===== src/rtl/fetch_pkg.sv =====
// Shared fetch-stage definitions: PC width, FSM encoding, default
// reset/vector constants and small arithmetic helpers.
package fetch_pkg;

   localparam int PC_W = 16;

   typedef enum logic {
      RUN    = 1'b0,
      HALTED = 1'b1
   } fetch_state_e;

   localparam logic [PC_W-1:0] DEF_RESET_PC    = 16'h0000;
   localparam logic [PC_W-1:0] DEF_SIIC_VECTOR = 16'h0002;
   localparam int              DEF_PC_INC      = 2;

   // Modular PC increment; wraps silently at the top of the address space.
   function automatic logic [PC_W-1:0] pc_add(input logic [PC_W-1:0] a, input int inc);
      return a + PC_W'(inc);
   endfunction

   // Counter increment that sticks at all-ones instead of wrapping.
   function automatic logic [PC_W-1:0] sat_inc(input logic [PC_W-1:0] a);
      return (a == {PC_W{1'b1}}) ? a : a + PC_W'(1);
   endfunction

endpackage


===== src/rtl/fetch_pc_unit_pc_next_sel.sv =====
// pc_next_sel: combinational next-PC priority mux for the fetch PC unit.
// Resolves JR > HALT > SIIC > RTI > BORJ > stall > sequential and
// reports whether the chosen path is a redirect.
import fetch_pkg::*;

module pc_next_sel #(
   parameter logic [PC_W-1:0] SIIC_VECTOR = DEF_SIIC_VECTOR
) (
   input  logic            jr_sel,
   input  logic [PC_W-1:0] jr_addr,
   input  logic            halt_sel,
   input  logic            siic,
   input  logic            rti,
   input  logic            borj_sel,
   input  logic [PC_W-1:0] borj_addr,
   input  logic            disable_pc,
   input  logic            imem_stall,
   input  fetch_state_e    state,
   input  logic            in_handler,
   input  logic [PC_W-1:0] pc,
   input  logic [PC_W-1:0] pc_plus2,
   input  logic [PC_W-1:0] epc,
   output logic [PC_W-1:0] next_pc,
   output logic            epc_load,
   output logic            in_handler_next,
   output logic            halt_next,
   output logic            redirect
);

   // Priority chain; in HALTED everything holds and no redirect is taken.
   always_comb begin
      next_pc         = pc;
      epc_load        = 1'b0;
      in_handler_next = in_handler;
      halt_next       = 1'b0;
      redirect        = 1'b0;
      if (state == RUN) begin
         if (jr_sel) begin
            // Older instruction in execute wins; a same-cycle halt is squashed.
            next_pc  = jr_addr;
            redirect = 1'b1;
         end else if (halt_sel) begin
            halt_next = 1'b1;
         end else if (siic && !in_handler) begin
            // No nesting: a second SIIC inside the handler falls through.
            next_pc         = SIIC_VECTOR;
            epc_load        = 1'b1;
            in_handler_next = 1'b1;
            redirect        = 1'b1;
         end else if (rti) begin
            next_pc         = epc;
            in_handler_next = 1'b0;
            redirect        = 1'b1;
         end else if (borj_sel) begin
            next_pc  = borj_addr;
            redirect = 1'b1;
         end else if (!(disable_pc || imem_stall)) begin
            next_pc = pc_plus2;
         end
      end
   end

endmodule


===== src/rtl/fetch_pc_unit.sv =====
// fetch_pc_unit: owns the architectural PC, EPC, handler flag and halt
// state; presents the fetch address and its valid qualifier to imem.
// Optional performance counters are built when FETCH_PERF_CNT_EN is defined.
import fetch_pkg::*;

module fetch_pc_unit #(
   parameter logic [PC_W-1:0] RESET_PC    = DEF_RESET_PC,
   parameter logic [PC_W-1:0] SIIC_VECTOR = DEF_SIIC_VECTOR,
   parameter int              PC_INC      = DEF_PC_INC
) (
   input  logic            clk,
   input  logic            rst,
   input  logic            borj_sel,
   input  logic [PC_W-1:0] borj_addr,
   input  logic            jr_sel,
   input  logic [PC_W-1:0] jr_addr,
   input  logic            halt_sel,
   input  logic            siic,
   input  logic            rti,
   input  logic            disable_pc,
   input  logic            imem_stall,
   output logic [PC_W-1:0] pc_out,
   output logic [PC_W-1:0] pc_plus2,
   output logic            fetch_valid,
   output logic [PC_W-1:0] epc_out,
   output logic            in_handler,
   output logic            halted,
   output logic [PC_W-1:0] redirect_cnt,
   output logic [PC_W-1:0] stall_cnt
);

   fetch_state_e    state_q, state_d;
   logic [PC_W-1:0] pc_q, epc_q, next_pc;
   logic            inh_q, inh_d, epc_load, halt_next, redirect;
   logic            hold_req;

   assign hold_req = disable_pc || imem_stall;
   assign pc_plus2 = pc_add(pc_q, PC_INC);

   pc_next_sel #(.SIIC_VECTOR(SIIC_VECTOR)) u_sel (
      .jr_sel          (jr_sel),
      .jr_addr         (jr_addr),
      .halt_sel        (halt_sel),
      .siic            (siic),
      .rti             (rti),
      .borj_sel        (borj_sel),
      .borj_addr       (borj_addr),
      .disable_pc      (disable_pc),
      .imem_stall      (imem_stall),
      .state           (state_q),
      .in_handler      (inh_q),
      .pc              (pc_q),
      .pc_plus2        (pc_plus2),
      .epc             (epc_q),
      .next_pc         (next_pc),
      .epc_load        (epc_load),
      .in_handler_next (inh_d),
      .halt_next       (halt_next),
      .redirect        (redirect)
   );

   // Run/halt FSM state register.
   always_ff @(posedge clk) begin
      if (!rst) state_q <= RUN;
      else      state_q <= state_d;
   end

   // HALTED is sticky; only reset leaves it.
   always_comb begin
      state_d = state_q;
      if (state_q == RUN && halt_next) state_d = HALTED;
   end

   // PC, EPC and handler flag; the selector already holds them in HALTED.
   always_ff @(posedge clk) begin
      if (!rst) begin
         pc_q  <= RESET_PC;
         epc_q <= '0;
         inh_q <= 1'b0;
      end else begin
         pc_q  <= next_pc;
         inh_q <= inh_d;
         if (epc_load) epc_q <= pc_plus2;
      end
   end

   assign pc_out      = pc_q;
   assign epc_out     = epc_q;
   assign in_handler  = inh_q;
   assign halted      = (state_q == HALTED);
   assign fetch_valid = (state_q == RUN) && !hold_req && rst;

`ifdef FETCH_PERF_CNT_EN
   logic [PC_W-1:0] redir_cnt_q, stall_cnt_q;

   // Saturating event counters, frozen once halted.
   always_ff @(posedge clk) begin
      if (!rst) begin
         redir_cnt_q <= '0;
         stall_cnt_q <= '0;
      end else if (state_q == RUN) begin
         if (redirect) redir_cnt_q <= sat_inc(redir_cnt_q);
         if (hold_req) stall_cnt_q <= sat_inc(stall_cnt_q);
      end
   end

   assign redirect_cnt = redir_cnt_q;
   assign stall_cnt    = stall_cnt_q;
`else
   logic unused_perf;
   assign unused_perf  = redirect;
   assign redirect_cnt = '0;
   assign stall_cnt    = '0;
`endif

endmodule


===== config.mk =====
export PLATFORM = sky130hd
export DESIGN_NAME = fetch_pc_unit
export DESIGN_NICKNAME = d
export VERILOG_FILES = /design/src/rtl/fetch_pkg.sv /design/src/rtl/fetch_pc_unit_pc_next_sel.sv /design/src/rtl/fetch_pc_unit.sv
export SDC_FILE = /design/constraint.sdc
export NUM_CORES = 1
export LEC_CHECK = 0
export ABC_AREA = 1
export BUFFER_PORTS_ARGS = -buffer_cell sky130_fd_sc_hd__buf_4
export CAP_MARGIN = 20
export CORE_MARGIN = 2
export CORE_UTILIZATION = 40
export CTS_CLUSTER_SIZE = 40
export DETAILED_ROUTE_END_ITERATION = 8
export PLACE_DENSITY = 0.74
export SLEW_MARGIN = 20
export SYNTH_ARGS = -nofsm -noshare
export SYNTH_HDL_FRONTEND = slang
export SYNTH_SLANG_ARGS = --single-unit

===== constraint.sdc =====
create_clock -name clk -period 1.48 [get_ports clk]
set_input_delay 0.222 -clock clk [delete_from_list [all_inputs] [get_ports clk]]
set_output_delay 0.222 -clock clk [all_outputs]
set_load 0.01 [all_outputs]

==> out/qor.csv <==
metric,value,unit
"top cells by count, synth","nand2_1 (116), nor2_1 (48), inv_1 (38)",
Peak VDD IR,0.000507,V
Placed Instances,575,
Synth-to-Final Area Change,46.9,%
height of the die,83.2,um
asr flop ratio synth,0,
die width,83.2,um
final std cells w/o fill,593,
outcome,finished with violations,
Clock Tree Root,clkbuf_8,
Setup WS pre-CTS,-0.0809,ns
Worst Clk Skew,0.00709,ns
WL/cell,13.6,um
Worst Hold Class,input port to flop,
vias per cell,4.80,
Critical Path AT,1.56,ns
fillers,572,
crit-path max FO,4,
combinational share of power,0.344,
"Req. time, crit path",1.26,ns
total routed wirelength,8.05,mm
Max clock buf depth,2,
"Cell Area, Synth",2510,um^2
placer congestion estimate,0.877,
"Remaining Overflow, GRT",0,
"Setup violations, final",15,
register bit total from synthesis,34,
Worst path top cell family by delay,simple AND/OR/NAND/NOR gates,
Port Buf Inserts,91,
post-synthesis sequential area ratio,0.272,
Static Leak,1.91,nW
NetSw,0.953,mW
antenna violations before repair,0,
dominant cells by area after synthesis,"dfxtp_1 (27%), nand2_1 (17%), buf_4 (11%)",
Min Hold Slack,0.204,ns
DP Area,3290,um^2
Post-Synthesis Cells,400,
worst stage delay on the critical path,0.37,ns
Switching Fraction,0.332,
setup_tns,-2.61,ns
clk slew on worst S/H paths,0.07,ns
cell with the most instances after synthesis,nand2_1,
first-pass GRT wire length,13.0,mm
DRC,0,
Fin. Hold Viols,0,
mean post-synth cell area,6.27,um^2
Post-CTS Hold Buffers,0,
Final Cell Area,3680,um^2
Routed Antenna Nets,0,
full die area,6910,um^2
Detailed Route Iter0 Violations,97,
I/O Pins,124,
largest net degree at the start of global routing,20,
final core occ,0.615,
Worst setup EP type,output pin,
min Tclk post-route,1.78,ns
vias in the first global route,2668,
cell type with the largest total area after synthesis,dfxtp_1,
drt first pass iters,5,
Yosys warning count,0,
RSZ-0062 raised after global routing,true,
Post-synth EDFFs,0,
dpl hpwl,5.89,mm
Global Route Usage Sum,0.228,
total power,2.87,mW
Critical Path Most Common Cell,nand2_1,
maximum clock frequency,562,MHz
Initial Utilization,0.418,
Final Slew Violations,0,
Yosys cell types,29,
ratio of cells with drive above 1 in the final layout,0.386,
num rows,28,
cell area power density,779,nW/um^2
Vias,2845,
Setup WS post-layout,-0.299,ns
Synth top area share,0.272,
period utilization,1.20,
crit start category,flop,
core footprint,5990,um^2
Max-cap violations,0,
CTS tree,built,
ys flop type,dfxtp_1,
Reg power frac,0.367,
clk sinks,34,
clock power share,0.289,
failing checks,negative setup slack,
fin nets,559,
slowest cell on the critical path,dfxtp_4,
Crit Path Category,flop to output pin,
CP bufs+invs,2,
CTS Buf Count,5,
critical path cell sequence,ha_4 -> nand2_4 -> nor2_4 -> nand2_2 -> nor2_2 -> nand2_1 -> nand2_1 -> inv_1 -> buf_6,
internal power,1.91,mW
H-tree Lvls,2,
worst skew pair latency,0.30,ns
Antenna diodes,0,
## placed cells by master (no fill, tap or decap), drive strengths merged
master | netlist | final
a211oi | 1 | 1
a21oi | 28 | 28
nand2 | 120 | 120
and2 | 1 | 1
or2 | 2 | 2
conb | 1 | 32
o21ai | 24 | 24
nand4 | 5 | 5
nand3 | 32 | 32
inv | 42 | 42
ha | 1 | 1
nor2 | 52 | 52
nor3 | 2 | 2
buf | 46 | 128
clkbuf | 3 | 8
xor2 | 6 | 6
dfxtp | 34 | 34
## cells by family (layout without fill, tap and decap cells)
group           count (synthesis)  after routing  share of synthesized area
buf+inv                        91            178                      0.204
fa+ha+maj                       1              1                    0.00499
simple gates                  214            214                      0.370
compound gates                 53             53                      0.126
xor+xnor                        6              6                     0.0210
flops                          34             34                      0.272
other cells                     1             32                    0.00150
## state kept, by name, indices dropped and copies added (netlist names)
name,count
halted,1
pc_out,16
in_handler,1
epc_out,16
## power by group through the flow
stage	clock (mW)	sequential, mW	combinational (mW)
floorplan	0	1.10	0.491
global placement	0	1.06	0.892
global route	0.869	1.06	1.08
CTS	0.843	1.04	0.959
detailed placement	0	1.06	0.898
finish	0.829	1.05	0.985
## layout make-up
type	count	area (um^2)	share of cell area
well taps	75	93.8	0.0255
clock buffers	8	110	0.0299
repair buffers	128	1020	0.276
multi-input cells	306	1610	0.437
flip-flops and latches	34	691	0.188
inverters	42	160	0.0435
## layer usage
| layer | track usage | vias to the layer above | wire (um) |
|---|---|---|---|
| met5 | 0 | - | 0 |
| met4 | 0.0537 | 0 | 129 |
| met3 | 0.0467 | 12 | 758 |
| met2 | 0.391 | 124 | 3990 |
| met1 | 0.292 | 1295 | 3170 |
| li1 | - | 1414 | - |
## timing repair
| action | in CTS | in global routing |
|---|---|---|
| buffers inserted | 9 | 5 |
| pin swaps | 10 | 17 |
| gates cloned | 0 | 0 |
| endpoints found under the setup margin | 14 | 26 |
| resized for setup | 23 | 32 |
## tightest hold or removal path, stage by stage
cell     delay (ns)
buf_4          0.09
a21oi_2        0.05
a21oi_2        0.11
## final timing paths
kind	cells past startpoint	slack, ns	to	startpoint
min reg2reg	2	0.48	epc_out[3]$_SDFFE_PN0P_	epc_out[3]$_SDFFE_PN0P_
max	9	-0.30	pc_plus2[11]	pc_out[1]$_SDFFE_PN0P_
max reg2reg	10	-0.04	epc_out[12]$_SDFFE_PN0P_	pc_out[2]$_SDFFE_PN0P_
min	3	0.20	pc_out[9]$_SDFFE_PN0P_	jr_addr[9]
Note: power is estimated with default switching activity, not from simulation.
